<file path="src/rtl/sub_pkg.sv">
// Shared types and defaults for the multi-cycle serial subtractor.
package sub_pkg;

  localparam int DEF_WIDTH = 64;
  localparam int DEF_CHUNK = 8;

  typedef enum logic [1:0] {
    IDLE = 2'd0,
    BUSY = 2'd1,
    DONE = 2'd2
  } sub_state_t;

  // The chunk index counter must be at least one bit wide, even when there is only one chunk.
  function automatic int idx_bits(input int nchunk);
    return (nchunk > 1) ? $clog2(nchunk) : 1;
  endfunction

endpackage

</file>
<file path="src/rtl/chunk_subtractor.sv">
// Combinational CHUNK-bit subtract with borrow: {Bout, D} = A - B - Bin.
module chunk_subtractor
  import sub_pkg::*;
#(
  parameter int CHUNK = DEF_CHUNK
) (
  input  logic [CHUNK-1:0] A,
  input  logic [CHUNK-1:0] B,
  input  logic             Bin,
  output logic [CHUNK-1:0] D,
  output logic             Bout
);

  // The extra top bit of the widened difference is set exactly when the result went negative.
  assign {Bout, D} = {1'b0, A} - {1'b0, B} - {{CHUNK{1'b0}}, Bin};

endmodule

</file>
<file path="src/rtl/serial_subtractor.sv">
// Multi-cycle WIDTH-bit subtractor: one CHUNK-bit slice per clock through a shared chunk
// subtractor and a registered borrow, wrapped in valid/ready handshakes.
module serial_subtractor
  import sub_pkg::*;
#(
  parameter int WIDTH = DEF_WIDTH,
  parameter int CHUNK = DEF_CHUNK
) (
  input  logic             clk,
  input  logic             rst_n,
  input  logic             in_valid,
  output logic             in_ready,
  input  logic [WIDTH-1:0] A,
  input  logic [WIDTH-1:0] B,
  input  logic             Bin,
  output logic             out_valid,
  input  logic             out_ready,
  output logic [WIDTH-1:0] D,
  output logic             Bout
);

  localparam int NCHUNK = WIDTH / CHUNK;
  localparam int IDXW   = idx_bits(NCHUNK);
  localparam logic [IDXW-1:0] LAST_IDX = IDXW'(NCHUNK - 1);

  generate
    if (WIDTH % CHUNK != 0) begin : g_bad_chunk
      $error("serial_subtractor: WIDTH (%0d) must be a multiple of CHUNK (%0d)", WIDTH, CHUNK);
    end
  endgenerate

  sub_state_t       state;
  logic [WIDTH-1:0] a_reg;
  logic [WIDTH-1:0] b_reg;
  logic [IDXW-1:0]  idx;
  logic             borrow;

  logic [CHUNK-1:0] a_chunk;
  logic [CHUNK-1:0] b_chunk;
  logic [CHUNK-1:0] diff;
  logic             borrow_next;

  // Handshake: a transfer happens on a rising edge where valid && ready are both high.
  // in_ready / out_valid come straight from the state register, so neither depends on
  // in_valid or out_ready combinationally.
  assign in_ready  = (state == IDLE);
  assign out_valid = (state == DONE);

  always_comb begin
    a_chunk = '0;
    b_chunk = '0;
    for (int i = 0; i < NCHUNK; i++) begin
      if (idx == IDXW'(i)) begin
        a_chunk = a_reg[i*CHUNK +: CHUNK];
        b_chunk = b_reg[i*CHUNK +: CHUNK];
      end
    end
  end

  chunk_subtractor #(
    .CHUNK(CHUNK)
  ) u_chunk (
    .A   (a_chunk),
    .B   (b_chunk),
    .Bin (borrow),
    .D   (diff),
    .Bout(borrow_next)
  );

  always_ff @(posedge clk or negedge rst_n) begin
    if (!rst_n) begin
      state  <= IDLE;
      a_reg  <= '0;
      b_reg  <= '0;
      idx    <= '0;
      borrow <= 1'b0;
      D      <= '0;
      Bout   <= 1'b0;
    end else begin
      case (state)
        IDLE: begin
          if (in_valid) begin
            a_reg  <= A;
            b_reg  <= B;
            borrow <= Bin;
            idx    <= '0;
            state  <= BUSY;
          end
        end
        BUSY: begin
          for (int i = 0; i < NCHUNK; i++) begin
            if (idx == IDXW'(i)) D[i*CHUNK +: CHUNK] <= diff;
          end
          borrow <= borrow_next;
          if (idx == LAST_IDX) begin
            Bout  <= borrow_next;
            idx   <= '0;
            state <= DONE;
          end else begin
            idx <= idx + IDXW'(1);
          end
        end
        DONE: begin
          if (out_ready) state <= IDLE;
        end
        default: state <= IDLE;
      endcase
    end
  end

endmodule

</file>
<file path="config.mk">
export PLATFORM = sky130hd
export DESIGN_NAME = serial_subtractor
export DESIGN_NICKNAME = d
export VERILOG_FILES = /design/src/rtl/sub_pkg.sv /design/src/rtl/chunk_subtractor.sv /design/src/rtl/serial_subtractor.sv
export SDC_FILE = /design/constraint.sdc
export NUM_CORES = 1
export LEC_CHECK = 0
export BUFFER_PORTS_ARGS = -buffer_cell sky130_fd_sc_hd__buf_2
export CAP_MARGIN = 0
export CORE_MARGIN = 2
export CORE_UTILIZATION = 60
export CTS_BUF_LIST = sky130_fd_sc_hd__clkbuf_2 sky130_fd_sc_hd__clkbuf_4 sky130_fd_sc_hd__clkbuf_8
export DETAILED_ROUTE_END_ITERATION = 8
export GPL_TIMING_DRIVEN = 0
export PLACE_DENSITY = 0.87
export SYNTH_ARGS = -nofsm -noshare
export SYNTH_HDL_FRONTEND = slang
export SYNTH_SLANG_ARGS = --single-unit
</file>
<file path="constraint.sdc">
create_clock -name clk -period 9.5 [get_ports clk]
set_clock_uncertainty 0.1 [all_clocks]
set_input_delay 1.9 -clock clk [delete_from_list [all_inputs] [get_ports clk]]
set_output_delay 1.9 -clock clk [all_outputs]
set_load 0.03 [all_outputs]
</file>
==> key figures <==
Status
  – Status: complete, no violations

Worst hold path
  – Hold depth: 2
  – HP Class: flip-flop to flip-flop

Critical path
  – Ordered list of cells on the worst path: inv_1, ha_1, buf_2, nand3b_1, clkbuf_1, nor2_1, o22ai_1, o211ai_1, a2bb2oi_1, ha_1, inv_1, ha_1, a21oi_1, o21bai_1, a21oi_1, xor2_1, o21ai_0
  – CP max-delay cell: xor2_1
  – WP depth: 17
  – Crit path required time: 9.73 ns
  – Maximum fanout along the worst path: 10
  – Delay-heaviest family, CP: compound AO/OA/AOI/OAI gates
  – CP peak stage delay: approximately 0.67 ns
  – Crit path top cell by count: ha_1
  – Reg2Reg Depth: 17
  – CP arrival: 5.17 ns
  – Setup crit start kind: flip-flop
  – Bufs and invs on worst path: 4
  – Crit end category: flip-flop
  – Crit Path Class: flip-flop to flip-flop

STA
  – F_max: between 200 and 250 MHz
  – Max-slew violation count: 0
  – Worst Max-Slew Pin Slew: ~0.85 ns
  – Relative slew slack: 0.426
  – Final hold viol count: 0
  – Unrepaired setup endpoints after global routing: false
  – Crit path time final: slightly below 5 ns
  – Setup violators final: 0
  – TNS Setup: 0 ns
  – Final period utilization: 0.520

Synthesis
  – Async SR Flop Fraction: 1.00
  – Top cells by area, synth: dfrtp_1, mux2_2, nand2_1, a21oi_1, o21ai_0
  – Post-Synth Simple-Gate Area: 0.0820
  – Multiplexer share of the synthesized area: 0.161
  – Most frequent cell after synthesis: dfrtp_1
  – Syn avg cell area: about 12 sq um
  – Syn Inst Count: around 780
  – Post-synth top area share: 0.549
  – Netlist cell types: between 50 and 60
  – Seq cells post-synth: just under 200
  – Top FF cell, synth: dfrtp_1
  – Adder-Cell Fraction of Synth Area: 0.0292
  – Synthesized Nets: roughly 940
  – Top post-synthesis cells by count: dfrtp_1, mux2_2, nand2_1
  – Largest area contributor in the netlist: dfrtp_1
  – Xor/xnor cell area share of the yosys netlist: 0.00565
  – Post-synthesis sequential area ratio: 0.549
  – EDFF count, synth: 0
  – Ys Warns: 0
  – Main combinational cell family by area after synthesis: multiplexers
  – Cell area after synthesis: around 9000 sq um
  – Synth Area in Compound Gates: 0.141

Floorplanning
  – Core Box Area: about 15,000 sq um
  – DIE WIDTH: approximately 130 um
  – Row cnt: between 40 and 50
  – Die area: approximately 16,000 sq um
  – Die height: between 100 and 150 um
  – Num ports: 200
  – Initial core utilization: 0.620

Clock tree
  – Reg clk slew, reported paths: around 0.09 ns
  – Hold buffer count at CTS: 0
  – H-tree levels: 4
  – Clk_lat worst skew: roughly 0.49 ns
  – Post_cts resized: 0
  – Clock root buffer: clkbuf_8
  – CTS max path bufs: 2
  – CTS buffer count: 17
  – Post-CTS Setup Repair Bufs: 0
  – CTS tree: done
  – Num Clock Sinks: 199

Place
  – Post-DP Area: a little over 10,000 sq um
  – Post-DP HPWL: 17,400 um
  – Number of I/O port buffers: around 200
  – Dpl cells: ~1,200
  – Final Wtd Congestion: approximately 0.94

Cells and area
  – Nets: between 1,000 and 1,500
  – Share of layout cells above drive strength 1: 0.402
  – Fin area: approximately 11,000 sq um
  – Area Overhead vs Synth: 18.3%
  – Fin cells: about 1,200

Global routing
  – Total GRT Usage: 0.301
  – First-pass GRT wire length: 37,100 um
  – Gr ovfl total: 0
  – Vias in the first global route: just over 7,000
  – Largest net degree at the start of global routing: between 70 and 80
  – Initial antenna violation count: 4

Run
  – Max cap viols: 0

Routing
  – Pre-Repair DR Iteration Count: 5
  – WL/cell: approximately 20 um
  – DR vias: approximately 7,100
  – ANT nets after route: 0
  – Final wirelength: 23,500 um
  – Drt drc: 0
  – Vias per cell: between 5 and 6
  – Iteration-0 DRC Markers: around 530
-- cell usage in the layout (no fill, tap or decap), types with 5 or more instances in the layout --
| master | synthesis | layout |
|---|---|---|
| buf_2 | 22 | 220 |
| clkbuf_1 | 23 | 23 |
| dfrtp_1 | 199 | 199 |
| nand3b_1 | 17 | 17 |
| mux2_2 | 128 | 128 |
| nor2_1 | 23 | 23 |
| a21oi_1 | 61 | 61 |
| o31ai_2 | 8 | 8 |
| clkinv_2 | 0 | 5 |
| a2bb2oi_1 | 6 | 6 |
| o21ai_1 | 11 | 11 |
| ha_1 | 18 | 18 |
| inv_1 | 17 | 17 |
| o2bb2ai_1 | 7 | 7 |
| nand2_1 | 105 | 105 |
| o21ai_0 | 58 | 58 |
| clkbuf_8 | 0 | 18 |
| o22ai_1 | 13 | 13 |
| o211ai_1 | 14 | 14 |
-- through the flow --
stage               hold WS, ns  utilization  worst slack [ns]
global placement          0.356        0.703              3.23
finish                    0.382        0.733              4.56
global route              0.406        0.733              4.33
CTS                       0.387        0.733              4.67
detailed placement        0.366        0.708              4.69
floorplan                 0.372            -              5.76
-- logic make-up after synthesis --
family                     count (synthesis)
buffers and inverters                     66
and+or+nand+nor                          165
AOI/OAI and AO/OA                        198
adders and majority gates                 20
muxes                                    130
DFF                                      199
xor gates and xnor gates                   5
-- path summary, 6_finish.rpt --
check	startpoint	endpoint	slack, ns
setup reg to reg	idx[0]$_DFFE_PN0P_	D[46]$_DFFE_PN0P_	4.56
min in group asynchronous	rst_n	D[54]$_DFFE_PN0P_	1.21
hold reg to reg	D[51]$_DFFE_PN0P_	D[51]$_DFFE_PN0P_	0.38
setup / recovery	idx[0]$_DFFE_PN0P_	D[46]$_DFFE_PN0P_	4.56
hold / removal	D[51]$_DFFE_PN0P_	D[51]$_DFFE_PN0P_	0.38
max in group asynchronous	rst_n	a_reg[6]$_DFFE_PN0P_	7.05
-- worst reg2reg max path, stage by stage (launching register included) --
cell       delay (ns)
dfrtp_1          0.44
inv_1            0.09
ha_1             0.29
buf_2            0.23
nand3b_1         0.21
clkbuf_1         0.44
nor2_1           0.09
o22ai_1          0.22
o211ai_1         0.16
a2bb2oi_1        0.39
ha_1             0.22
inv_1            0.04
ha_1             0.35
a21oi_1          0.25
o21bai_1         0.13
a21oi_1          0.25
xor2_1           0.67
o21ai_0          0.21
-- routing by layer --
layer  global-route usage  routed length (um)  part of all wire
met3               0.0754                1820             0.077
met1                0.397                9690              0.41
met2                0.492               11300              0.48
met4                0.108                 675             0.029
met5                    0                  14           0.00060
-- area by class of cell --
type / count / area [sq um]
inverter: 19 / 73.8
buffer: 47 / 219
sequential: 199 / 4980
clock buffer: 20 / 263
clock inverter: 12 / 103
timing repair buffer: 201 / 1060
tap: 184 / 230
fill: 1023 / 3910
multi-input combinational: 518 / 3800
antenna: 3 / 7.51
Power is not shown: default switching activity piles up to over one toggle a cycle in this logic, so the estimate is an artifact.
